$ cat src/rtl/riscv_decode_stage_if.sv
// Fetch-to-issue bundle for the decode stage. Signal suffixes follow the
// decode stage's point of view (slave side).
//
// Handshake rule for both sides: a transfer happens on a rising clock edge
// where valid and ready are both 1. A producer holding valid high keeps its
// payload stable until that edge; ready may be low while valid is high.
interface riscv_decode_stage_if #(
    parameter int XLEN = 32
);
    logic            in_valid_i;
    logic            in_ready_o;
    logic [31:0]     in_instr_i;
    logic [XLEN-1:0] in_pc_i;

    logic            out_valid_o;
    logic            out_ready_i;
    logic [XLEN-1:0] out_pc_o;
    logic [6:0]      out_opcode_o;
    logic [3:0]      out_format_o;
    logic [4:0]      out_rd_o;
    logic [4:0]      out_rs1_o;
    logic [4:0]      out_rs2_o;
    logic [2:0]      out_funct3_o;
    logic [6:0]      out_funct7_o;
    logic [XLEN-1:0] out_imm_o;
    logic            out_illegal_o;

    // Decode stage view
    modport slave (
        input  in_valid_i, in_instr_i, in_pc_i, out_ready_i,
        output in_ready_o, out_valid_o, out_pc_o, out_opcode_o, out_format_o,
               out_rd_o, out_rs1_o, out_rs2_o, out_funct3_o, out_funct7_o,
               out_imm_o, out_illegal_o
    );

    // Fetch/issue (environment) view
    modport master (
        output in_valid_i, in_instr_i, in_pc_i, out_ready_i,
        input  in_ready_o, out_valid_o, out_pc_o, out_opcode_o, out_format_o,
               out_rd_o, out_rs1_o, out_rs2_o, out_funct3_o, out_funct7_o,
               out_imm_o, out_illegal_o
    );
endinterface

$ cat src/rtl/riscv_decode_stage.sv
// RV32/RV64 decode stage: combinational field/immediate/legality decode of
// the incoming word, captured into a 2-entry skid buffer so that in_ready_o
// can be a flop while still sustaining one instruction per cycle.
module riscv_decode_stage #(
    parameter int XLEN     = 32,
    parameter bit ENABLE_M = 1'b1,
    parameter bit ENABLE_A = 1'b1,
    parameter bit ENABLE_F = 1'b0,
    parameter int CNT_W    = 16
) (
    input  logic                clk_i,
    input  logic                rst_ni,
    input  logic                flush_i,
    riscv_decode_stage_if.slave bus,
    output logic [CNT_W-1:0]    illegal_cnt_o
);

    localparam logic [6:0] OPC_LOAD     = 7'h03;
    localparam logic [6:0] OPC_LOAD_FP  = 7'h07;
    localparam logic [6:0] OPC_MISC_MEM = 7'h0F;
    localparam logic [6:0] OPC_OP_IMM   = 7'h13;
    localparam logic [6:0] OPC_AUIPC    = 7'h17;
    localparam logic [6:0] OPC_OP_IMM32 = 7'h1B;
    localparam logic [6:0] OPC_STORE    = 7'h23;
    localparam logic [6:0] OPC_STORE_FP = 7'h27;
    localparam logic [6:0] OPC_AMO      = 7'h2F;
    localparam logic [6:0] OPC_OP       = 7'h33;
    localparam logic [6:0] OPC_LUI      = 7'h37;
    localparam logic [6:0] OPC_OP32     = 7'h3B;
    localparam logic [6:0] OPC_MADD     = 7'h43;
    localparam logic [6:0] OPC_MSUB     = 7'h47;
    localparam logic [6:0] OPC_NMSUB    = 7'h4B;
    localparam logic [6:0] OPC_NMADD    = 7'h4F;
    localparam logic [6:0] OPC_OP_FP    = 7'h53;
    localparam logic [6:0] OPC_BRANCH   = 7'h63;
    localparam logic [6:0] OPC_JALR     = 7'h67;
    localparam logic [6:0] OPC_JAL      = 7'h6F;
    localparam logic [6:0] OPC_SYSTEM   = 7'h73;

    localparam logic [3:0] FMT_UNK = 4'd0;
    localparam logic [3:0] FMT_R   = 4'd1;
    localparam logic [3:0] FMT_I   = 4'd2;
    localparam logic [3:0] FMT_S   = 4'd3;
    localparam logic [3:0] FMT_U   = 4'd4;
    localparam logic [3:0] FMT_B   = 4'd5;
    localparam logic [3:0] FMT_J   = 4'd6;
    localparam logic [3:0] FMT_A   = 4'd7;
    localparam logic [3:0] FMT_F   = 4'd8;

    typedef struct packed {
        logic [XLEN-1:0] pc;
        logic [6:0]      opcode;
        logic [3:0]      fmt;
        logic [4:0]      rd;
        logic [4:0]      rs1;
        logic [4:0]      rs2;
        logic [2:0]      funct3;
        logic [6:0]      funct7;
        logic [XLEN-1:0] imm;
        logic            illegal;
    } entry_t;

    logic [31:0] instr;
    logic [6:0]  opc;
    logic [6:0]  f7;
    logic [3:0]  fmt;
    logic [63:0] imm64;
    logic        is_op;
    logic        illegal;
    entry_t      dec;

    entry_t      ent0_q, ent0_d;   // head
    entry_t      ent1_q, ent1_d;   // second in line
    logic [1:0]  cnt_q, cnt_d;
    logic        in_ready_q, in_ready_d;
    logic [CNT_W-1:0] ill_cnt_q, ill_cnt_d;
    logic        push, pop;

    assign instr = bus.in_instr_i;
    assign opc   = instr[6:0];
    assign f7    = instr[31:25];
    assign is_op = (opc == OPC_OP) || (opc == OPC_OP32);

    // Opcode to instruction format
    always_comb begin
        fmt = FMT_UNK;
        case (opc)
            OPC_LOAD, OPC_OP_IMM, OPC_JALR, OPC_OP_IMM32,
            OPC_SYSTEM, OPC_MISC_MEM, OPC_LOAD_FP:         fmt = FMT_I;
            OPC_STORE, OPC_STORE_FP:                       fmt = FMT_S;
            OPC_BRANCH:                                    fmt = FMT_B;
            OPC_LUI, OPC_AUIPC:                            fmt = FMT_U;
            OPC_JAL:                                       fmt = FMT_J;
            OPC_OP, OPC_OP32:                              fmt = FMT_R;
            OPC_AMO:                                       fmt = FMT_A;
            OPC_MADD, OPC_MSUB, OPC_NMSUB, OPC_NMADD,
            OPC_OP_FP:                                     fmt = FMT_F;
            default:                                       fmt = FMT_UNK;
        endcase
    end

    // Immediate built at 64 bits and truncated, so XLEN=32 needs no special case
    always_comb begin
        imm64 = 64'd0;
        case (fmt)
            FMT_I: imm64 = {{52{instr[31]}}, instr[31:20]};
            FMT_S: imm64 = {{52{instr[31]}}, instr[31:25], instr[11:7]};
            FMT_B: imm64 = {{51{instr[31]}}, instr[31], instr[7], instr[30:25],
                            instr[11:8], 1'b0};
            FMT_U: imm64 = {{32{instr[31]}}, instr[31:12], 12'b0};
            FMT_J: imm64 = {{43{instr[31]}}, instr[31], instr[19:12], instr[20],
                            instr[30:21], 1'b0};
            default: imm64 = 64'd0;
        endcase
    end

    // Legality against the enabled extension set
    always_comb begin
        illegal = 1'b0;
        if (instr[1:0] != 2'b11)                                   illegal = 1'b1;
        if (fmt == FMT_UNK)                                        illegal = 1'b1;
        if ((XLEN == 32) && ((opc == OPC_OP32) || (opc == OPC_OP_IMM32)))
                                                                   illegal = 1'b1;
        if ((opc == OPC_AMO) && !ENABLE_A)                         illegal = 1'b1;
        if (((fmt == FMT_F) || (opc == OPC_LOAD_FP) || (opc == OPC_STORE_FP))
            && !ENABLE_F)                                          illegal = 1'b1;
        if (is_op && (f7 == 7'b0000001) && !ENABLE_M)              illegal = 1'b1;
        if (is_op && !((f7 == 7'b0000000) || (f7 == 7'b0100000) ||
                       (f7 == 7'b0000001)))                        illegal = 1'b1;
    end

    // Pack the decoded fields into a buffer entry
    always_comb begin
        dec.pc      = bus.in_pc_i;
        dec.opcode  = opc;
        dec.fmt     = fmt;
        dec.rd      = instr[11:7];
        dec.rs1     = instr[19:15];
        dec.rs2     = instr[24:20];
        dec.funct3  = instr[14:12];
        dec.funct7  = f7;
        dec.imm     = imm64[XLEN-1:0];
        dec.illegal = illegal;
    end

    // A flush kills the incoming word; the outgoing one still completes
    assign push = bus.in_valid_i && in_ready_q && !flush_i;
    assign pop  = (cnt_q != 2'd0) && bus.out_ready_i;

    // Skid buffer next state: entry 0 is always the head
    always_comb begin
        ent0_d = ent0_q;
        ent1_d = ent1_q;
        cnt_d  = cnt_q;
        if (flush_i) begin
            cnt_d = 2'd0;
        end else begin
            case (cnt_q)
                2'd0: begin
                    if (push) begin
                        ent0_d = dec;
                        cnt_d  = 2'd1;
                    end
                end
                2'd1: begin
                    if (push && pop) begin
                        ent0_d = dec;
                    end else if (push) begin
                        ent1_d = dec;
                        cnt_d  = 2'd2;
                    end else if (pop) begin
                        cnt_d  = 2'd0;
                    end
                end
                default: begin
                    // Full: in_ready is low, so only a pop can happen
                    if (pop) begin
                        ent0_d = ent1_q;
                        cnt_d  = 2'd1;
                    end
                end
            endcase
        end
        in_ready_d = (cnt_d != 2'd2);
    end

    // Saturating count of illegal entries handed to the consumer
    always_comb begin
        ill_cnt_d = ill_cnt_q;
        if (pop && ent0_q.illegal && !(&ill_cnt_q))
            ill_cnt_d = ill_cnt_q + 1'b1;
    end

    // State registers
    always_ff @(posedge clk_i or negedge rst_ni) begin
        if (!rst_ni) begin
            ent0_q     <= '0;
            ent1_q     <= '0;
            cnt_q      <= 2'd0;
            in_ready_q <= 1'b1;
            ill_cnt_q  <= '0;
        end else begin
            ent0_q     <= ent0_d;
            ent1_q     <= ent1_d;
            cnt_q      <= cnt_d;
            in_ready_q <= in_ready_d;
            ill_cnt_q  <= ill_cnt_d;
        end
    end

    assign bus.in_ready_o    = in_ready_q;
    assign bus.out_valid_o   = (cnt_q != 2'd0);
    assign bus.out_pc_o      = ent0_q.pc;
    assign bus.out_opcode_o  = ent0_q.opcode;
    assign bus.out_format_o  = ent0_q.fmt;
    assign bus.out_rd_o      = ent0_q.rd;
    assign bus.out_rs1_o     = ent0_q.rs1;
    assign bus.out_rs2_o     = ent0_q.rs2;
    assign bus.out_funct3_o  = ent0_q.funct3;
    assign bus.out_funct7_o  = ent0_q.funct7;
    assign bus.out_imm_o     = ent0_q.imm;
    assign bus.out_illegal_o = ent0_q.illegal;
    assign illegal_cnt_o     = ill_cnt_q;

endmodule

$ cat src/flat_wrapper.sv
// flat-port wrapper written by rule: the top's interface ports become plain ports
module riscv_decode_stage_flat 
#(
    parameter int XLEN     = 32,
    parameter bit ENABLE_M = 1'b1,
    parameter bit ENABLE_A = 1'b1,
    parameter bit ENABLE_F = 1'b0,
    parameter int CNT_W    = 16
)
  (clk_i, rst_ni, flush_i, illegal_cnt_o, bus_in_valid_i, bus_in_instr_i, bus_in_pc_i, bus_out_ready_i, bus_in_ready_o, bus_out_valid_o, bus_out_pc_o, bus_out_opcode_o, bus_out_format_o, bus_out_rd_o, bus_out_rs1_o, bus_out_rs2_o, bus_out_funct3_o, bus_out_funct7_o, bus_out_imm_o, bus_out_illegal_o);
  riscv_decode_stage_if #(.XLEN(XLEN)) bus_i ();
  input  logic clk_i;
  input  logic rst_ni;
  input  logic flush_i;
  output logic [CNT_W-1:0] illegal_cnt_o;
  input wire logic [$bits(bus_i.in_valid_i)-1:0] bus_in_valid_i;
  input wire logic [$bits(bus_i.in_instr_i)-1:0] bus_in_instr_i;
  input wire logic [$bits(bus_i.in_pc_i)-1:0] bus_in_pc_i;
  input wire logic [$bits(bus_i.out_ready_i)-1:0] bus_out_ready_i;
  output wire logic [$bits(bus_i.in_ready_o)-1:0] bus_in_ready_o;
  output wire logic [$bits(bus_i.out_valid_o)-1:0] bus_out_valid_o;
  output wire logic [$bits(bus_i.out_pc_o)-1:0] bus_out_pc_o;
  output wire logic [$bits(bus_i.out_opcode_o)-1:0] bus_out_opcode_o;
  output wire logic [$bits(bus_i.out_format_o)-1:0] bus_out_format_o;
  output wire logic [$bits(bus_i.out_rd_o)-1:0] bus_out_rd_o;
  output wire logic [$bits(bus_i.out_rs1_o)-1:0] bus_out_rs1_o;
  output wire logic [$bits(bus_i.out_rs2_o)-1:0] bus_out_rs2_o;
  output wire logic [$bits(bus_i.out_funct3_o)-1:0] bus_out_funct3_o;
  output wire logic [$bits(bus_i.out_funct7_o)-1:0] bus_out_funct7_o;
  output wire logic [$bits(bus_i.out_imm_o)-1:0] bus_out_imm_o;
  output wire logic [$bits(bus_i.out_illegal_o)-1:0] bus_out_illegal_o;
  assign bus_i.in_valid_i = bus_in_valid_i;
  assign bus_i.in_instr_i = bus_in_instr_i;
  assign bus_i.in_pc_i = bus_in_pc_i;
  assign bus_i.out_ready_i = bus_out_ready_i;
  assign bus_in_ready_o = bus_i.in_ready_o;
  assign bus_out_valid_o = bus_i.out_valid_o;
  assign bus_out_pc_o = bus_i.out_pc_o;
  assign bus_out_opcode_o = bus_i.out_opcode_o;
  assign bus_out_format_o = bus_i.out_format_o;
  assign bus_out_rd_o = bus_i.out_rd_o;
  assign bus_out_rs1_o = bus_i.out_rs1_o;
  assign bus_out_rs2_o = bus_i.out_rs2_o;
  assign bus_out_funct3_o = bus_i.out_funct3_o;
  assign bus_out_funct7_o = bus_i.out_funct7_o;
  assign bus_out_imm_o = bus_i.out_imm_o;
  assign bus_out_illegal_o = bus_i.out_illegal_o;
  riscv_decode_stage #(.XLEN(XLEN), .ENABLE_M(ENABLE_M), .ENABLE_A(ENABLE_A), .ENABLE_F(ENABLE_F), .CNT_W(CNT_W)) u_core (.clk_i(clk_i), .rst_ni(rst_ni), .flush_i(flush_i), .bus(bus_i), .illegal_cnt_o(illegal_cnt_o));
endmodule
$ cat config.mk
export PLATFORM = sky130hd
export DESIGN_NAME = riscv_decode_stage_flat
export DESIGN_NICKNAME = d
export VERILOG_FILES = /design/src/rtl/riscv_decode_stage_if.sv /design/src/rtl/riscv_decode_stage.sv /design/src/flat_wrapper.sv
export SDC_FILE = /design/constraint.sdc
export NUM_CORES = 1
export LEC_CHECK = 0
export ABC_AREA = 1
export ABC_CLOCK_PERIOD_IN_PS = 1900
export CAP_MARGIN = 20
export CORE_MARGIN = 1
export CORE_UTILIZATION = 41
export DETAILED_ROUTE_END_ITERATION = 16
export PLACE_DENSITY = 0.71
export SKIP_LAST_GASP = 1
export SLEW_MARGIN = 40
export SYNTH_ARGS = -nofsm -noshare
export SYNTH_HDL_FRONTEND = slang
export SYNTH_SLANG_ARGS = --single-unit
export TNS_END_PERCENT = 10
$ cat constraint.sdc
create_clock -name clk_i -period 1.9 [get_ports clk_i]
set_input_delay 0.285 -clock clk_i [delete_from_list [all_inputs] [get_ports clk_i]]
set_output_delay 0.285 -clock clk_i [all_outputs]
set_load 0.01 [all_outputs]
==> flow_metrics.env <==
export IMPL_clock_latency_ns=0.52
export IMPL_crit_fanout=2
export IMPL_worstPathCellList="clkdlybuf4s50_1"
export IMPL_diodes=0
export IMPL_worstRegToRegCells=10
export IMPL_grt_util_all_layers=0.228
export IMPL_max_freq_ghz=0.539
export IMPL_core_area_sq_um=24500
export IMPL_first_pass_iters=5
export IMPL_final_util=0.563
export IMPL_ir_worst_vdd_v=0.000598
export IMPL_cts_sinks=221
export IMPL_drt_total_wl_um=29500
export IMPL_hold_class="primary input to async pin"
export IMPL_wl_per_cell_um=15.9
export IMPL_grt_overflow_total=0
export IMPL_vias=9379
export IMPL_finalCritPeriodShare=0.977
export IMPL_dieArea_sq_um=25800
export IMPL_fin_crit_ns=1.86
export IMPL_rows=57
export IMPL_outcome="finished clean"
export IMPL_gp_congestion=0.937
export IMPL_cts_made_buffers=25
export IMPL_slew_violations=0
export IMPL_syn_area_sq_um=10300
export IMPL_dpl_hpwl_um=19700
export IMPL_yosysTopAreaCell="dfrtp_1"
export IMPL_yosysUniqueCellTypes=37
export IMPL_antenna_left=0
export IMPL_post_drt_via_cell_ratio=5.06
export IMPL_grt_pass1_wl_um=47700
export IMPL_worst_setup_path_type="register to output port"
export IMPL_finalNetCount=1582
export IMPL_cellPowerDensity_nw_per_um2=1140
export IMPL_fin_worst_skew_ns=0.0107
export IMPL_path_clk_slew_ns=0.06
export IMPL_leakage_uw=0.00672
export IMPL_ys_seq_area_frac=0.535
export IMPL_portBuffers=187
export IMPL_synth_seq_cells=221
export IMPL_grt_max_degree=100
export IMPL_dieHeight_um=161
export IMPL_drive_above_1_share=0.108
export IMPL_drc_errors=0
export IMPL_syn_inst=1298
export IMPL_dp_cells=1804
export IMPL_ctsRootBufferMaster="clkbuf_16"
export IMPL_worstMarginPinSlew_ns=0.698
export IMPL_slowest_delay_ns=0.53
export IMPL_drt_initial_drc_count=719
export IMPL_slowest_stage="dfstp_2"
export IMPL_start_util=0.421
export IMPL_fp_dieW_um=161
export IMPL_drv_cap=0
export IMPL_syn_to_final_growth_pct=33.8
export IMPL_grt_antenna_before_repair=0
export IMPL_path_delay_family="flip-flops"
export IMPL_total_power_uw=15800
export IMPL_critPathRequiredTime_ns=1.62
export IMPL_cts_buffer_depth=3
export IMPL_layout_common_cells="nand2_1 (534), dfrtp_1 (219), clkdlybuf4s50_1 (185)"
export IMPL_synth_top_cell_area_share=0.533
export IMPL_layout_cells_non_filler=1855
export IMPL_crit_reg2reg_launch="u_core.cnt_q[1]"
export IMPL_yosysWarnings=0
export IMPL_layout_commonest_cell="nand2_1"
export IMPL_syn_avg_cell_area_sq_um=7.96
export IMPL_synthTopCellsByArea="dfrtp_1 (53%), nand2_1 (19%), nor2_1 (4.5%), a31oi_1 (3.9%), o21ai_0 (3.1%)"
export IMPL_hold_viol=0
export IMPL_cp_start_kind="register"
export IMPL_htree_levels=1
export IMPL_path_buf_inv=1
export IMPL_syn_nets=1368
export IMPL_final_setup_viol_count=0
export IMPL_r2r_slack_ns=0.12
export IMPL_reg2reg_to="u_core.bus.out_imm_o[13]"
export IMPL_cts_tree="built"
export IMPL_max_slew_margin=0.534
export IMPL_rsz0062_at_grt="true"
export IMPL_tns_ns=0
export IMPL_end_kind="output port"
export IMPL_io_pins=188
export IMPL_first_global_vias=9184
export IMPL_cp_arrival_ns=1.57
cell type report:
| type | instances | area (sq um) |
|---|---|---|
| Clock buffer | 38 | 754 |
| Clock inverter | 8 | 68.8 |
| Fill cell | 2266 | 10700 |
| Inverter | 65 | 254 |
| Multi-Input combinational cell | 937 | 4180 |
| Sequential cell | 221 | 5540 |
| Tap cell | 324 | 405 |
| Timing Repair Buffer | 262 | 2620 |
worst max path at each step:
stage                                       start                  endpoint  slack, ns  depth (start not counted)
final                       u_core.bus.in_ready_o            bus_in_ready_o       0.04                          1
after global routing              u_core.cnt_q[1]  u_core.bus.out_imm_o[18]      -0.02                         10
after CTS                   u_core.bus.in_ready_o            bus_in_ready_o       0.02                          1
after detailed placement        bus_in_instr_i[2]  u_core.bus.out_imm_o[22]      -0.22                         12
after global placement          bus_in_instr_i[2]  u_core.bus.out_imm_o[21]      -0.16                         12
after floorplan           u_core.illegal_cnt_o[0]   u_core.illegal_cnt_o[5]       0.24                          9
registers in the layout, indices dropped and copies added (netlist names):
| name | count |
|---|---|
| u_core.ent1_q | 101 |
| u_core.bus.out_imm_o | 32 |
| u_core.bus.out_pc_o | 32 |
| u_core.illegal_cnt_o | 16 |
| u_core.bus.out_funct7_o | 7 |
| u_core.bus.out_opcode_o | 7 |
| u_core.bus.out_rd_o | 5 |
| u_core.bus.out_rs1_o | 5 |
| u_core.bus.out_rs2_o | 5 |
| u_core.bus.out_format_o | 4 |
| u_core.bus.out_funct3_o | 3 |
| u_core.cnt_q | 2 |
| u_core.bus.in_ready_o | 1 |
| u_core.bus.out_illegal_o | 1 |
metrics by stage:
| step | setup slack [ns] | area (sq um) | hold WS (ns) |
|---|---|---|---|
| global placement | -0.160 | 12900 | 0.201 |
| floorplan | 0.235 | 10300 | -0.0106 |
| finish | 0.0437 | 13800 | 0.235 |
| global route | -0.0157 | 13800 | 0.255 |
| detailed placement | -0.218 | 12900 | 0.199 |
| CTS | 0.0201 | 13800 | 0.240 |
kinds of logic after synthesis:
kind of cell / count (synthesis) / synth area share
XOR/XNOR: 15 / 0.0127
AND/OR/NAND/NOR: 733 / 0.285
buffers and inverters: 140 / 0.0615
adder cells (fa/ha/maj): 1 / 0.00121
AO/OA/AOI/OAI: 188 / 0.104
flip-flops: 221 / 0.535
per-layer routing:
metal | GRT usage | up-vias | share of wire
met1 | 0.302 | 4437 | 0.44
met3 | 0.0374 | 49 | 0.062
met5 | 0 | - | 0
li1 | - | 4566 | -
met4 | 0.0716 | 0 | 0.027
met2 | 0.382 | 327 | 0.47
timing repair:
item / in CTS / in global routing
pin swaps: 0 / 1
hold buffers: 1 / 0
cloned: 0 / 2
endpoints found under the setup margin: 1 / 31
setup buffers: 1 / 1
hold endpoints to repair: 34 / 0
resized for setup: 3 / 7
power breakdown:
part	switching [uW]	internal (uW)	leakage (uW)	total, uW
logic	2070	2140	0.00356	4210
clock network	1940	2860	0.000414	4800
registers	743	6020	0.00274	6770
total	4750	11000	0.00672	15800
cells in the mapped netlist:
master    instances
o21ai_0          63
nand3_2           1
nand3_1          37
nor2_2            3
xor2_1           11
buf_1             5
inv_2             8
a31oi_1          65
buf_6             7
a211oi_1          1
a21oi_1          27
nand2_4           1
nor3_2           11
xnor2_1           4
nor3_4            1
o21ai_1          16
inv_4             2
nor2_1          125
nor3_1            7
o21a_1            1
buf_4             6
a21o_1            1
nand4_1           4
a21oi_2           2
ha_1              1
a31o_2            4
o211ai_1          2
buf_2            24
o21bai_1          3
nand2_1         534
inv_1            55
nand2_2           8
dfstp_2           1
dfrtp_1         220
o21ai_2           3
nor3b_1           1
clkbuf_1         33
Note: power is estimated with default switching activity, not from simulation.
